$ cat config.mk
export PLATFORM = sky130hd
export DESIGN_NAME = nibble_add_scheduler_flat
export DESIGN_NICKNAME = d
export VERILOG_FILES = /design/src/rtl/nibble_add_scheduler_if.sv /design/src/rtl/nibble_add_scheduler.sv /design/src/flat_wrapper.sv
export SDC_FILE = /design/constraint.sdc
export NUM_CORES = 1
export LEC_CHECK = 0
export CAP_MARGIN = 10
export CORE_MARGIN = 2
export CORE_UTILIZATION = 38
export CTS_CLUSTER_SIZE = 40
export DETAILED_ROUTE_END_ITERATION = 10
export MAX_ROUTING_LAYER = met4
export PLACE_DENSITY = 0.84
export SLEW_MARGIN = 20
export SYNTH_ARGS = -nofsm -noshare
export SYNTH_HDL_FRONTEND = slang
export SYNTH_SLANG_ARGS = --single-unit
$ cat constraint.sdc
create_clock -name clk -period 2.46 [get_ports clk]
set_input_delay 0.492 -clock clk [delete_from_list [all_inputs] [get_ports clk]]
set_output_delay 0.492 -clock clk [all_outputs]
set_load 0.01 [all_outputs]
$ cat src/rtl/nibble_add_scheduler_if.sv
// nibble_add_scheduler_if: requester-side bundle for the shared nibble adder.
// sub_in exists only when ADD_SUB_EN is defined.
interface nibble_add_scheduler_if #(
   parameter int NREQ  = 4,
   parameter int WIDTH = 16
);
   localparam int IW = (NREQ > 1) ? $clog2(NREQ) : 1;
   logic [NREQ-1:0]       req;
   logic [NREQ*WIDTH-1:0] a_in;
   logic [NREQ*WIDTH-1:0] b_in;
`ifdef ADD_SUB_EN
   logic [NREQ-1:0]       sub_in;
`endif
   logic [NREQ-1:0]       grant;
   logic                  busy;
   logic                  res_valid;
   logic [IW-1:0]         res_id;
   logic [WIDTH-1:0]      res_sum;
   logic                  res_carry;
`ifdef ADD_SUB_EN
   modport master (output req, a_in, b_in, sub_in,
                   input  grant, busy, res_valid, res_id, res_sum, res_carry);
   modport slave  (input  req, a_in, b_in, sub_in,
                   output grant, busy, res_valid, res_id, res_sum, res_carry);
`else
   modport master (output req, a_in, b_in,
                   input  grant, busy, res_valid, res_id, res_sum, res_carry);
   modport slave  (input  req, a_in, b_in,
                   output grant, busy, res_valid, res_id, res_sum, res_carry);
`endif
endinterface

$ cat src/rtl/nibble_add_scheduler.sv
// nibble_add_scheduler: round-robin shared 4-bit adder slice, one nibble per cycle.
// Define ADD_SUB_EN to add per-requester subtract via bus.sub_in.
module nibble_add_scheduler #(
   parameter int NREQ  = 4,
   parameter int WIDTH = 16
) (
   input logic                   clk,
   input logic                   rst_n,
   nibble_add_scheduler_if.slave bus
);
   localparam int N  = WIDTH / 4;
   localparam int IW = (NREQ > 1) ? $clog2(NREQ) : 1;
   localparam int CW = (N > 1) ? $clog2(N) : 1;
   typedef enum logic [1:0] {IDLE, CALC, DONE} state_t;
   state_t           state_q, state_d;
   logic [WIDTH-1:0] a_q, a_d, b_q, b_d, res_sum_q, res_sum_d;
   logic [IW-1:0]    id_q, id_d, ptr_q, ptr_d, res_id_q, res_id_d, win, idx;
   logic [CW-1:0]    cnt_q, cnt_d;
   logic             carry_q, carry_d, res_carry_q, res_carry_d;
   logic             busy_q, busy_d, res_valid_q, res_valid_d;
   logic             any_req;
   logic [3:0]       b_nib;
   logic [4:0]       nib_sum;
`ifdef ADD_SUB_EN
   logic             sub_q, sub_d;
`else
   logic             sub_q;
   assign sub_q = 1'b0;
`endif
   // Walk from the farthest candidate to the nearest so the one right after ptr wins.
   always_comb begin
      win = ptr_q;
      idx = ptr_q;
      any_req = 1'b0;
      for (int k = NREQ; k >= 1; k--) begin
         idx = IW'((int'(ptr_q) + k) % NREQ);
         if (bus.req[idx]) begin
            win = idx;
            any_req = 1'b1;
         end
      end
   end
   assign bus.grant = (state_q == IDLE && any_req) ? (NREQ'(1) << win) : '0;
   // Subtraction feeds ~B with the carry register preloaded to 1.
   assign b_nib = b_q[{cnt_q, 2'b00} +: 4] ^ {4{sub_q}};
   assign nib_sum = {1'b0, a_q[{cnt_q, 2'b00} +: 4]} + {1'b0, b_nib} + {4'b0000, carry_q};
   always_comb begin
      state_d = state_q;
      a_d = a_q;
      b_d = b_q;
      id_d = id_q;
      ptr_d = ptr_q;
      cnt_d = cnt_q;
      carry_d = carry_q;
      res_sum_d = res_sum_q;
      res_carry_d = res_carry_q;
      res_id_d = res_id_q;
      busy_d = busy_q;
      res_valid_d = 1'b0;
`ifdef ADD_SUB_EN
      sub_d = sub_q;
`endif
      case (state_q)
         IDLE: if (any_req) begin
            a_d = bus.a_in[win*WIDTH +: WIDTH];
            b_d = bus.b_in[win*WIDTH +: WIDTH];
            id_d = win;
            ptr_d = win;
            cnt_d = '0;
`ifdef ADD_SUB_EN
            sub_d = bus.sub_in[win];
            carry_d = bus.sub_in[win];
`else
            carry_d = 1'b0;
`endif
            busy_d = 1'b1;
            state_d = CALC;
         end
         CALC: begin
            res_sum_d[{cnt_q, 2'b00} +: 4] = nib_sum[3:0];
            carry_d = nib_sum[4];
            cnt_d = cnt_q + 1'b1;
            if (cnt_q == CW'(N - 1)) begin
               res_carry_d = nib_sum[4];
               res_id_d = id_q;
               res_valid_d = 1'b1;
               state_d = DONE;
            end
         end
         DONE: begin
            busy_d = 1'b0;
            state_d = IDLE;
         end
         default: state_d = IDLE;
      endcase
   end
   always_ff @(posedge clk) begin
      if (!rst_n) begin
         state_q <= IDLE;
         a_q <= '0;
         b_q <= '0;
         id_q <= '0;
         ptr_q <= IW'(NREQ - 1);
         cnt_q <= '0;
         carry_q <= 1'b0;
         res_sum_q <= '0;
         res_carry_q <= 1'b0;
         res_id_q <= '0;
         busy_q <= 1'b0;
         res_valid_q <= 1'b0;
`ifdef ADD_SUB_EN
         sub_q <= 1'b0;
`endif
      end else begin
         state_q <= state_d;
         a_q <= a_d;
         b_q <= b_d;
         id_q <= id_d;
         ptr_q <= ptr_d;
         cnt_q <= cnt_d;
         carry_q <= carry_d;
         res_sum_q <= res_sum_d;
         res_carry_q <= res_carry_d;
         res_id_q <= res_id_d;
         busy_q <= busy_d;
         res_valid_q <= res_valid_d;
`ifdef ADD_SUB_EN
         sub_q <= sub_d;
`endif
      end
   end
   assign bus.busy = busy_q;
   assign bus.res_valid = res_valid_q;
   assign bus.res_id = res_id_q;
   assign bus.res_sum = res_sum_q;
   assign bus.res_carry = res_carry_q;
endmodule
$ cat src/flat_wrapper.sv
// flat-port wrapper written by rule: the top's interface ports become plain ports
module nibble_add_scheduler_flat 
#(
   parameter int NREQ  = 4,
   parameter int WIDTH = 16
)
  (clk, rst_n, bus_req, bus_a_in, bus_b_in, bus_grant, bus_busy, bus_res_valid, bus_res_id, bus_res_sum, bus_res_carry);
  nibble_add_scheduler_if #(.NREQ(NREQ), .WIDTH(WIDTH)) bus_i ();
  input logic clk;
  input logic rst_n;
  input wire logic [$bits(bus_i.req)-1:0] bus_req;
  input wire logic [$bits(bus_i.a_in)-1:0] bus_a_in;
  input wire logic [$bits(bus_i.b_in)-1:0] bus_b_in;
  output wire logic [$bits(bus_i.grant)-1:0] bus_grant;
  output wire logic [$bits(bus_i.busy)-1:0] bus_busy;
  output wire logic [$bits(bus_i.res_valid)-1:0] bus_res_valid;
  output wire logic [$bits(bus_i.res_id)-1:0] bus_res_id;
  output wire logic [$bits(bus_i.res_sum)-1:0] bus_res_sum;
  output wire logic [$bits(bus_i.res_carry)-1:0] bus_res_carry;
  assign bus_i.req = bus_req;
  assign bus_i.a_in = bus_a_in;
  assign bus_i.b_in = bus_b_in;
  assign bus_grant = bus_i.grant;
  assign bus_busy = bus_i.busy;
  assign bus_res_valid = bus_i.res_valid;
  assign bus_res_id = bus_i.res_id;
  assign bus_res_sum = bus_i.res_sum;
  assign bus_res_carry = bus_i.res_carry;
  nibble_add_scheduler #(.NREQ(NREQ), .WIDTH(WIDTH)) u_core (.clk(clk), .rst_n(rst_n), .bus(bus_i));
endmodule
==> run_results.csv <==
group,metric,value,unit
outcome,run_status,"completed",
clock_network,worst_setup_hold_path_clk_slew,0.06,ns
worst_setup_path,critPathMaxStageDelay,0.46,ns
routing,dr_total_vias,3363,
flow_run,max_cap_violations,0,
power_and_ir_drop,power.leakage,0.00218,uW
timing,timing_hold_violations_final,0,
logic_synthesis,synth_adder_area_share,0.0426,
power_and_ir_drop,cellPowerDensity,578,mW/mm2
logic_synthesis,synth_fp_nets,494,
logic_synthesis,dominant_register_cell_in_the_synthesized_netlist,"sky130_fd_sc_hd__dfxtp_1",
logic_synthesis,synth_top_cell_area_share,0.346,
timing,finalCritPeriodShare,0.975,
placed_design,placement.setup.worst_slack,-0.309,ns
clock_network,insertion_delay,0.33,ns
logic_synthesis,syn_area,0.00358,mm2
timing,maxSlewViolCount,0,
floorplan,die-height,101,um
logic_synthesis,synth.area.mux_share,0.232,
routing,drt-wirelength-per-cell,16.1,um
logic_synthesis,yosysWarningCount,0,
power_and_ir_drop,total_power,3210,uW
layout,fill_cells,788,
timing,fmax,0.417,GHz
routing,drcViolationCount,0,
worst_setup_path,worstSetupEndpointType,"output port",
routing,ant_nets,0,
layout,design.final.nets,654,
clock_network,tritoncts_num_sinks,62,
routing,total_length_of_routed_wires,10000,um
logic_synthesis,ys_ff_latch,62,
logic_synthesis,synth_top_cells_by_area,"sky130_fd_sc_hd__dfxtp_1 (35%), sky130_fd_sc_hd__mux2i_1 (18%), sky130_fd_sc_hd__mux4_2 (5.0%)",
layout,area_delta_synth_final,55.0,%
timing,timing_worst_slew_pin_value,0.773,ns
timing,fin_hold_ws,0.465,ns
power_and_ir_drop,worst_ir_drop_vdd,0.310,mV
logic_synthesis,post_synth.cell_area_avg,10.3,um2
floorplan,rows,35,
clock_network,cts-root-to-sink-buffers,2,
global_route,grt_max_degree,46,
floorplan,placeableCoreArea,0.00920,mm2
worst_setup_path,worst-endpoint-required,1.97,ns
worst_setup_path,critical_path.top_delay_family,"buffers and inverters",
worst_setup_path,cp_max_fo,4,
logic_synthesis,ys_async_sr_fraction,0,
logic_synthesis,post_synth_inst_count,349,
floorplan,die-width,101,um
global_route,initial_antenna_violation_count,0,
worst_setup_path,critPathKind,"in -> out",
worst_setup_path,crit_arrival,1.91,ns
worst_setup_path,start_kind,"input port",
timing,finalCriticalPeriod,2.40,ns
logic_synthesis,compound_cell_area_share_of_the_yosys_netlist,0.190,
logic_synthesis,synth_xor_xnor_area_share,0.00489,
logic_synthesis,synth_edf_count,0,
timing,rsz_0062_raised_after_global_routing,"no",
clock_network,cts_root_buffer,"sky130_fd_sc_hd__clkbuf_8",
worst_setup_path,slowest_stage,"sky130_fd_sc_hd__clkdlybuf4s50_1",
logic_synthesis,synth_cell_types,42,
worst_setup_path,timing.critical_path.mode_cell,"sky130_fd_sc_hd__buf_4",
floorplan,floorplan.die_area,0.0102,mm2
timing,clock-skew-final,0.00618,ns
hold_path,min-delay-path-class,"reg -> reg",
timing,slew_headroom,0.484,
clock_network,cts_tree,"done",
placed_design,hpwl,7840,um
routing,detailedRoute.firstPassIterationCount,5,
routing,detail_route.iter0.violations,90,
clock_network,tritoncts.num_buffers,9,
layout,final_layout_size_suffix_gt1_frac,0.131,
placed_design,placement.io_buffers,158,
clock_network,htreeDepth,3,
global_route,global_route.usage.total,0.206,
layout,ant_cells,0,
timing,finalSetupViolations,0,
worst_setup_path,worstPathCellList,"clkdlybuf4s50_1, buf_4, o221ai_4, buf_4, and3_1, clkdlybuf4s15_1",
floorplan,num_io_pins,159,
routing,detail_route.vias_per_cell,5.39,
logic_synthesis,synth_area_leader_cell,"sky130_fd_sc_hd__dfxtp_1",
worst_setup_path,critPathBufInv,4,
logic_synthesis,synth.yosys.seq_area_share,0.346,
placed_design,routabilityCongestion,0.826,
logic_synthesis,simple_gate_share_of_the_synthesized_area,0.131,
timing,setup_ws,0.0605,ns
global_route,overflow,0,
global_route,grt_first_pass_wirelength,16200,um
global_route,vias_in_the_first_global_route,3481,
logic_synthesis,main_combinational_cell_family_by_area_after_synthesis,"multiplexers",
floorplan,initial_util,0.390,
where the power goes:
group          leakage [uW]  total [uW]  internal (uW)  switching [uW]
Clock              0.000115         999            617             382
Combinational       0.00155        1030            560             471
Sequential         0.000510        1180           1110            69.1
per-stage QoR:
stage          TNS, ns  instances  cell area, um2   util
2_1_floorplan        0        349            3590      -
3_3_place_gp     -3.94        606            5280  0.574
3_5_place_dp     -6.32        606            5280  0.574
4_1_cts              0        624            5540  0.602
5_1_grt              0        624            5550  0.604
6_report             0        624            5550  0.604
synthesized netlist by cell type (4+ instances only):
cell type,count
sky130_fd_sc_hd__nor3_1,4
sky130_fd_sc_hd__mux4_2,8
sky130_fd_sc_hd__and3_1,4
sky130_fd_sc_hd__nor2b_1,18
sky130_fd_sc_hd__nor2_1,7
sky130_fd_sc_hd__dfxtp_1,62
sky130_fd_sc_hd__nand2_1,10
sky130_fd_sc_hd__o21ai_0,18
sky130_fd_sc_hd__a22oi_1,18
sky130_fd_sc_hd__mux2i_1,65
sky130_fd_sc_hd__clkbuf_1,14
sky130_fd_sc_hd__inv_1,10
sky130_fd_sc_hd__o221ai_1,17
sky130_fd_sc_hd__a221oi_1,8
sky130_fd_sc_hd__nand3_1,21
sky130_fd_sc_hd__a221oi_2,7
sky130_fd_sc_hd__ha_1,9
sky130_fd_sc_hd__buf_4,7
routing by layer:
layer / vias to the layer above / global-route usage / part of all wire
met4: 0 / 0.0644 / 0.016
met2: 128 / 0.371 / 0.53
met5: - / - / 0
met3: 15 / 0.0458 / 0.056
li1: 1648 / - / -
met1: 1572 / 0.226 / 0.39
logic make-up after synthesis:
group,Yosys count
xor+xnor,2
simple gates,79
fa+ha+maj,11
compound gates,85
buf+inv,37
flops,62
mux,73
sequential cells by signal, indices dropped and copies added (netlist names):
signal / cells
u_core.a_q: 16
u_core.b_q: 16
u_core.bus.res_sum: 16
u_core.bus.res_id: 2
u_core.cnt_q: 2
u_core.id_q: 2
u_core.ptr_q: 2
u_core.state_q: 2
u_core.bus.busy: 1
u_core.bus.res_carry: 1
u_core.bus.res_valid: 1
u_core.carry_q: 1
layout by cell type, fill, tap and decap left out, types with 2 or more instances in the layout:
master and n:
sky130_fd_sc_hd__inv_1 10, sky130_fd_sc_hd__clkbuf_8 11, sky130_fd_sc_hd__o21ai_1 3, sky130_fd_sc_hd__clkdlybuf4s50_1 150
sky130_fd_sc_hd__nor3b_1 2, sky130_fd_sc_hd__and3_1 4, sky130_fd_sc_hd__a221oi_2 7, sky130_fd_sc_hd__buf_12 2
sky130_fd_sc_hd__nor4b_2 3, sky130_fd_sc_hd__a221oi_1 8, sky130_fd_sc_hd__o221ai_1 17, sky130_fd_sc_hd__o21ai_0 18
sky130_fd_sc_hd__clkinv_2 2, sky130_fd_sc_hd__nor3_1 3, sky130_fd_sc_hd__a21boi_1 2, sky130_fd_sc_hd__nand3_1 21
sky130_fd_sc_hd__nand2_1 10, sky130_fd_sc_hd__nor2_1 7, sky130_fd_sc_hd__fa_1 2, sky130_fd_sc_hd__buf_4 15
sky130_fd_sc_hd__dfxtp_1 60, sky130_fd_sc_hd__mux4_2 8, sky130_fd_sc_hd__a21oi_1 3, sky130_fd_sc_hd__a21boi_0 3
sky130_fd_sc_hd__a21o_1 2, sky130_fd_sc_hd__ha_1 9, sky130_fd_sc_hd__nand2b_1 2, sky130_fd_sc_hd__a22oi_1 17
sky130_fd_sc_hd__mux2i_1 64, sky130_fd_sc_hd__dlygate4sd2_1 4, sky130_fd_sc_hd__buf_2 2, sky130_fd_sc_hd__nor2b_1 18
sky130_fd_sc_hd__bufinv_16 2
path summary, 6_finish.rpt:
| path | start | cells past startpoint | end | slack [ns] |
|---|---|---|---|---|
| worst max-delay path | bus_req[2] | 6 | bus_grant[1] | 0.06 |
| worst min-delay path | u_core.bus.res_id[1] | 2 | u_core.bus.res_id[1] | 0.46 |
| worst max register to register | u_core.cnt_q[0] | 7 | u_core.bus.res_sum[1] | 0.13 |
| worst min register to register | u_core.bus.res_id[1] | 2 | u_core.bus.res_id[1] | 0.46 |
cell type report:
| cell class | instances | area [um2] | area share |
|---|---|---|---|
| Clock inverter | 4 | 70.1 | 0.0126 |
| Timing Repair Buffer | 176 | 1730 | 0.312 |
| Inverter | 10 | 37.5 | 0.00676 |
| Tap cell | 111 | 139 | 0.0250 |
| Multi-Input combinational cell | 250 | 2180 | 0.392 |
| Sequential cell | 62 | 1250 | 0.224 |
| Clock buffer | 11 | 151 | 0.0273 |
repair_timing:
| action | in CTS | in global routing |
|---|---|---|
| setup endpoints to repair | 13 | 10 |
| buffers inserted | 3 | 0 |
| gates resized for setup | 17 | 5 |
| hold buffers | 0 | 0 |
| pin swaps | 3 | 0 |
tightest hold or removal path: stages (launching register included):
cell and delay, ns:
sky130_fd_sc_hd__dfxtp_1 0.31, sky130_fd_sc_hd__nand2_1 0.04, sky130_fd_sc_hd__a21boi_0 0.06
No activity file was read; power rests on OpenSTA's default activity.
==> patch 1, RTL diff (same settings) <==
`NREQ` is set to 4 in 3 places; all go to 2.
--- a/src/rtl/nibble_add_scheduler_if.sv
+++ b/src/rtl/nibble_add_scheduler_if.sv
@@ -1,7 +1,7 @@
 // nibble_add_scheduler_if: requester-side bundle for the shared nibble adder.
 // sub_in exists only when ADD_SUB_EN is defined.
 interface nibble_add_scheduler_if #(
-   parameter int NREQ  = 4,
+   parameter int NREQ  = 2,
    parameter int WIDTH = 16
 );
    localparam int IW = (NREQ > 1) ? $clog2(NREQ) : 1;
--- a/src/rtl/nibble_add_scheduler.sv
+++ b/src/rtl/nibble_add_scheduler.sv
@@ -1,7 +1,7 @@
 // nibble_add_scheduler: round-robin shared 4-bit adder slice, one nibble per cycle.
 // Define ADD_SUB_EN to add per-requester subtract via bus.sub_in.
 module nibble_add_scheduler #(
-   parameter int NREQ  = 4,
+   parameter int NREQ  = 2,
    parameter int WIDTH = 16
 ) (
    input logic                   clk,
--- a/src/flat_wrapper.sv
+++ b/src/flat_wrapper.sv
@@ -1,7 +1,7 @@
 // flat-port wrapper written by rule: the top's interface ports become plain ports
 module nibble_add_scheduler_flat 
 #(
-   parameter int NREQ  = 4,
+   parameter int NREQ  = 2,
    parameter int WIDTH = 16
 )
   (clk, rst_n, bus_req, bus_a_in, bus_b_in, bus_grant, bus_busy, bus_res_valid, bus_res_id, bus_res_sum, bus_res_carry);
Ports: changed (5 resized); port bits go from 159 to 90. No check against the original RTL was run, so the function may have changed too.
==> patch 1 against the unedited design <==
  * Sequential cell count shrank 3
  * Power shrank 25%
  * Worst setup slack gained 0.096 ns
  * Utilization shrank 4.5 points
  * Synthesized area shrank 21%
  * Maximum frequency grew 4.2%
  * Routed wire length shrank 33%
  * Clock skew grew 0.0013 ns
  * Final cell count shrank 22%
  * Clock power shrank 26%
  * Design area shrank 27%
  * Largest cell class unchanged
==> patch 1: results (changes against the unedited design) <==
min_path_type: "reg2reg"
crit_arrival_ns: 2.57  # +0.66 ns
dpl_worst_slack_ns: -0.0636  # +0.246 ns
clk_latency_ns: 0.34
critical_path.max_stage_delay_ns: 0.52  # +0.06 ns
ys_seq_area_share_pct: 41.6  # +7.0 points
netlist.area_leader.share_pct: 41.6  # +7.0 points
yosys-top-cells-count: "dfxtp_1, nor2_1, a211oi_1"
yosysWarnings: 0  # unchanged
dr.pass1.iters: 4  # -1
ctsRootBufferMaster: "clkbuf_8"
cp_slowest_cell: "mux4_2"
routed_wl_mm: 6.74  # -33%
r2r_setup_slack_ns: 0.16  # +0.03 ns
r2r_cells: 6  # -1
p_leak_uw: 0.00160  # -26%
synth_ff_type: "dfxtp_1"
track_usage_pct: 18.2  # -2.4 points
portBuffers: 89  # -44%
grt_max_degree: 67  # +46%
place.gp.congestion: 0.808  # -2.1%
finalClockSkew_ns: 0.00745  # +0.00126 ns
final_nets: 464  # -29%
htreeDepth: 3  # unchanged
dp_hpwl_mm: 5.18  # -34%
synth_nets: 370  # -25%
timing.rr.end: "u_core.bus.res_sum[11]$_SDFFE_PN0P_"
n_antenna_cell: 0  # unchanged
drive_gt1_share_pct: 11.6  # -1.5 points
clk_pin_slew_worst_paths_ns: 0.07
slew_headroom_pct: 60.4  # +12 points
p_switching_uw: 685  # -26%
min_from: "u_core.id_q$_SDFFE_PN0P_"
min_to: "u_core.id_q$_SDFFE_PN0P_"
synth_cell_types: 37  # -12%
drt_iter0_drc: 82  # -8.9%
outcome: "completed"
via_per_inst: 4.98  # -7.5%
grt_pass1_vias: 2536  # -27%
async_flop_share_pct: 0  # unchanged
synth_area_leaders: "dfxtp_1, mux2i_1, a211oi_1"
ir_drop_mv: 0.228  # -27%
antenna_found_initial: 0  # unchanged
min_path_cells: 2  # unchanged
fillers: 647  # -18%
ctsLongestPathBuffers: 2  # unchanged
grt_pass1_wl_mm: 11.6  # -29%
crit_fanout: 5  # +1
## patch 1: what timing repair did
| action | CTS | global route |
|---|---|---|
| buffers inserted | 0 | 1 |
| endpoints found under the setup margin | 1 | 4 |
| resized for setup | 1 | 3 |
| gates cloned | 0 | 0 |
| pin swaps | 0 | 1 |
## patch 1: routing by layer
layer	global-route usage (%)	vias to the layer above	wire (um)
li1	-	1240	-
met1	20.7	1104	2960
met2	31.0	78	3330
met3	5.18	10	360
met4	5.90	0	91
met5	-	-	0
## patch 1: power by group through the flow
stage               Sequential, uW  Combinational [uW]  Clock, uW
floorplan                     1080                 368          0
global placement              1090                 574          0
detailed placement            1100                 594          0
CTS                           1080                 594        758
global route                  1080                 656        798
finish                        1080                 593        740
## patch 1: worst max-delay path by stage
| stage | from | slack, ns | end | cells past startpoint |
|---|---|---|---|---|
| finish | u_core.cnt_q[0]$_SDFFE_PN0P_ | 0.16 | u_core.bus.res_sum[11]$_SDFFE_PN0P_ | 6 |
| global route | u_core.cnt_q[0]$_SDFFE_PN0P_ | -0.02 | u_core.bus.res_sum[11]$_SDFFE_PN0P_ | 7 |
| CTS | bus_req[1] | 0.01 | bus_grant[1] | 6 |
| detailed placement | bus_req[1] | -0.06 | bus_grant[0] | 5 |
| global placement | bus_req[1] | -0.03 | bus_grant[0] | 5 |
| floorplan | u_core.cnt_q[0]$_SDFFE_PN0P_ | 0.04 | u_core.bus.res_sum[11]$_SDFFE_PN0P_ | 7 |
## patch 1: kinds of logic after synthesis
kind of cell,after synthesis,synth area share (%)
adder cells (fa/ha/maj),11,5.38
multiplexers,40,17.6
XOR/XNOR,1,0.309
AO/OA/AOI/OAI,61,15.8
buffers and inverters,28,4.45
flip-flops,59,41.6
AND/OR/NAND/NOR,91,14.9
## patch 1: layout make-up
class / instances / area [um2] / share of cell area, %
multi-input cells: 204 / 1550 / 38.2
clock buffers: 12 / 145 / 3.58
well taps: 99 / 124 / 3.06
inverters: 9 / 33.8 / 0.833
flip-flops and latches: 59 / 1180 / 29.2
clock inverters: 3 / 15.0 / 0.370
repair buffers: 102 / 1000 / 24.7
## patch 1: critical path: cells and delay by family (launching register included)
kind	cells	cell delay (ns)
multiplexers	1	0.52
adder cells (fa/ha/maj)	1	0.44
AND/OR/NAND/NOR	2	0.48
flip-flops	1	0.38
AO/OA/AOI/OAI	2	0.41
## patch 1: per-stage QoR
step	TNS, ns	cells	total power [uW]	hold WS, ns	instance area [um2]
2_1_floorplan	0	291	1450	0.437	2850
3_3_place_gp	-0.0313	472	1670	0.444	3880
3_5_place_dp	-0.0636	472	1690	0.458	3880
4_1_cts	0	487	2430	0.467	4040
5_1_grt	-0.0224	488	2540	0.498	4050
6_report	0	488	2410	0.464	4050
==> patch 2, RTL diff (same flow settings) <==
Without the edit above. Take the reset off `a_q` and load it in a clocked block of its own.
--- a/src/rtl/nibble_add_scheduler.sv
+++ b/src/rtl/nibble_add_scheduler.sv
@@ -97,7 +97,6 @@
    always_ff @(posedge clk) begin
       if (!rst_n) begin
          state_q <= IDLE;
-         a_q <= '0;
          b_q <= '0;
          id_q <= '0;
          ptr_q <= IW'(NREQ - 1);
@@ -113,7 +112,6 @@
 `endif
       end else begin
          state_q <= state_d;
-         a_q <= a_d;
          b_q <= b_d;
          id_q <= id_d;
          ptr_q <= ptr_d;
@@ -129,6 +127,10 @@
 `endif
       end
    end
+
+   always_ff @(posedge clk) begin
+      a_q <= a_d;
+   end
    assign bus.busy = busy_q;
    assign bus.res_valid = res_valid_q;
    assign bus.res_id = res_id_q;
Behaviour: no difference found for any inputs over 4 cycles, from zero or initial values and one cycle with rst_n low; that may be too few to reach the edited logic, so the function may still have changed.
==> patch 2 against the unedited design <==
  * Sequential cell count is the same
  * Clock skew grew 0.0029 ns
  * Routed wire length shrank 2.1%
  * Critical path depth is the same
  * Highest routed layer unchanged
  * Design area grew 2.2%
  * Largest cell class unchanged
  * Clock power shrank 23%
  * Synthesized area grew 3.0%
  * Power shrank 1.3%
  * Worst setup slack gained 0.047 ns
==> patch 2: results (changes against the unedited design) <==
p_comb_share_pct: 36.3  # +4.1 points
finalClockSkew_ns: 0.00904  # +0.00286 ns
portBuffers: 158  # unchanged
dp_hpwl_mm: 7.85  # about the same
synth_xor_area_share_pct: 0.474  # -0.014 points
outcome: "completed"
final_nets: 644  # -1.5%
power_uw: 3170  # -1.3%
whs_ns: 0.479  # +0.0144 ns
clk_latency_ns: 0.33  # about the same
crit_arrival_ns: 1.86  # -0.05 ns
drt_iter0_drc: 114  # +27%
dpl_cell_area_um2: 5440  # +3.0%
num_vias: 3248  # -3.4%
pwr-share-seq_pct: 39.3  # +2.6 points
grt_max_degree: 41  # -11%
cp_slowest_cell: "clkdlybuf4s50_1"
grt_pass1_wl_mm: 15.3  # -5.5%
place.gp.congestion: 0.785  # -5.0%
wl_per_cell_um: 15.6  # -3.2%
dr.pass1.iters: 4  # -1
p_leak_uw: 0.00228  # +5.0%
track_usage_pct: 19.3  # -1.3 points
n_antenna_cell: 0  # unchanged
synth.area.mux_share_pct: 26.6  # +3.4 points
synth-compound-area-share_pct: 13.2  # -5.8 points
min_to: "u_core.bus.res_id[0]$_SDFFE_PN0P_"
critical_path.max_stage_delay_ns: 0.48  # +0.02 ns
yosys-top-cells-count: "mux2i_1, dfxtp_1, nand3_1"
ctsRootBufferMaster: "clkbuf_8"
min_from: "u_core.bus.res_id[0]$_SDFFE_PN0P_"
drive_gt1_share_pct: 15.3  # +2.3 points
ir_drop_mv: 0.262  # -16%
sw_frac_of_total_pct: 29.8  # +1.1 points
slew_headroom_pct: 55.7  # +7.3 points
r2r_cells: 8  # +1
crit_fanout: 3  # -1
synth_nets: 472  # -4.5%
grt_pass1_vias: 3349  # -3.8%
ctsLongestPathBuffers: 2  # unchanged
synth_fa_ha_area_share_pct: 4.13  # -0.13 points
synth_cell_types: 38  # -9.5%
critical_path.startpoint: "bus_req[2]"
ys_seq_area_share_pct: 38.0  # +3.3 points
timing.rr.end: "u_core.bus.res_sum[15]$_SDFFE_PN0P_"
synth_edf_count: 16  # +16
synth_area_leaders: "dfxtp_1, mux2i_1, edfxtp_1"
## patch 2: cell types whose count changed after synthesis, sizes merged, moves of 2 or more
cell	change
edfxtp	+16
nor2	-4
a221oi	-15
nor3	-3
clkbuf	-6
nor3b	-2
mux2i	+15
dfxtp	-16
and2	+4
nand2	+4
o221ai	-2
nand2b	-2
o21ai	-14
o221a	+2
## patch 2: routing by layer
metal	global-route usage (%)	part of all wire, %
met5	-	0
met4	5.64	1.5
met3	4.68	7.8
met2	34.0	51
met1	21.8	39
## patch 2: stage by stage
stage	TNS [ns]	setup WS, ns	util (%)	instances
3_5_place_dp	-11.80	-0.488	58.3	612
5_1_grt	0	0.00225	60.9	631
4_1_cts	0	0.000955	60.6	631
3_3_place_gp	-9.38	-0.445	58.3	612
6_report	0	0.107	60.9	631
2_1_floorplan	0	0.0637	-	327
## patch 2: worst max path at each step
stage	end	slack (ns)
floorplan	u_core.carry_q$_SDFFE_PN0P_	0.06
global placement	bus_grant[2]	-0.45
detailed placement	bus_grant[2]	-0.49
CTS	bus_grant[0]	0.001
global route	u_core.carry_q$_SDFFE_PN0P_	0.002
finish	bus_grant[1]	0.11
## patch 2: final cells by class
cell class	count	area (um2)
well taps	129	161
multi-input cells	232	2130
inverters	11	43.8
repair buffers	183	1770
clock buffers	12	155
fillers	766	3650
clock inverters	2	10.0
flip-flops and latches	62	1410
## patch 2: repair_timing
action / CTS / global route
pin swaps: 4 / 4
gates resized for setup: 22 / 12
setup buffers: 5 / 0
hold buffers: 0 / 0
setup endpoints to repair: 17 / 30
## patch 2: tightest hold or removal path, cell delays in order (launching register included)
cell and delay, ns:
dfxtp_1 0.31, nand2_1 0.05, a21boi_0 0.07
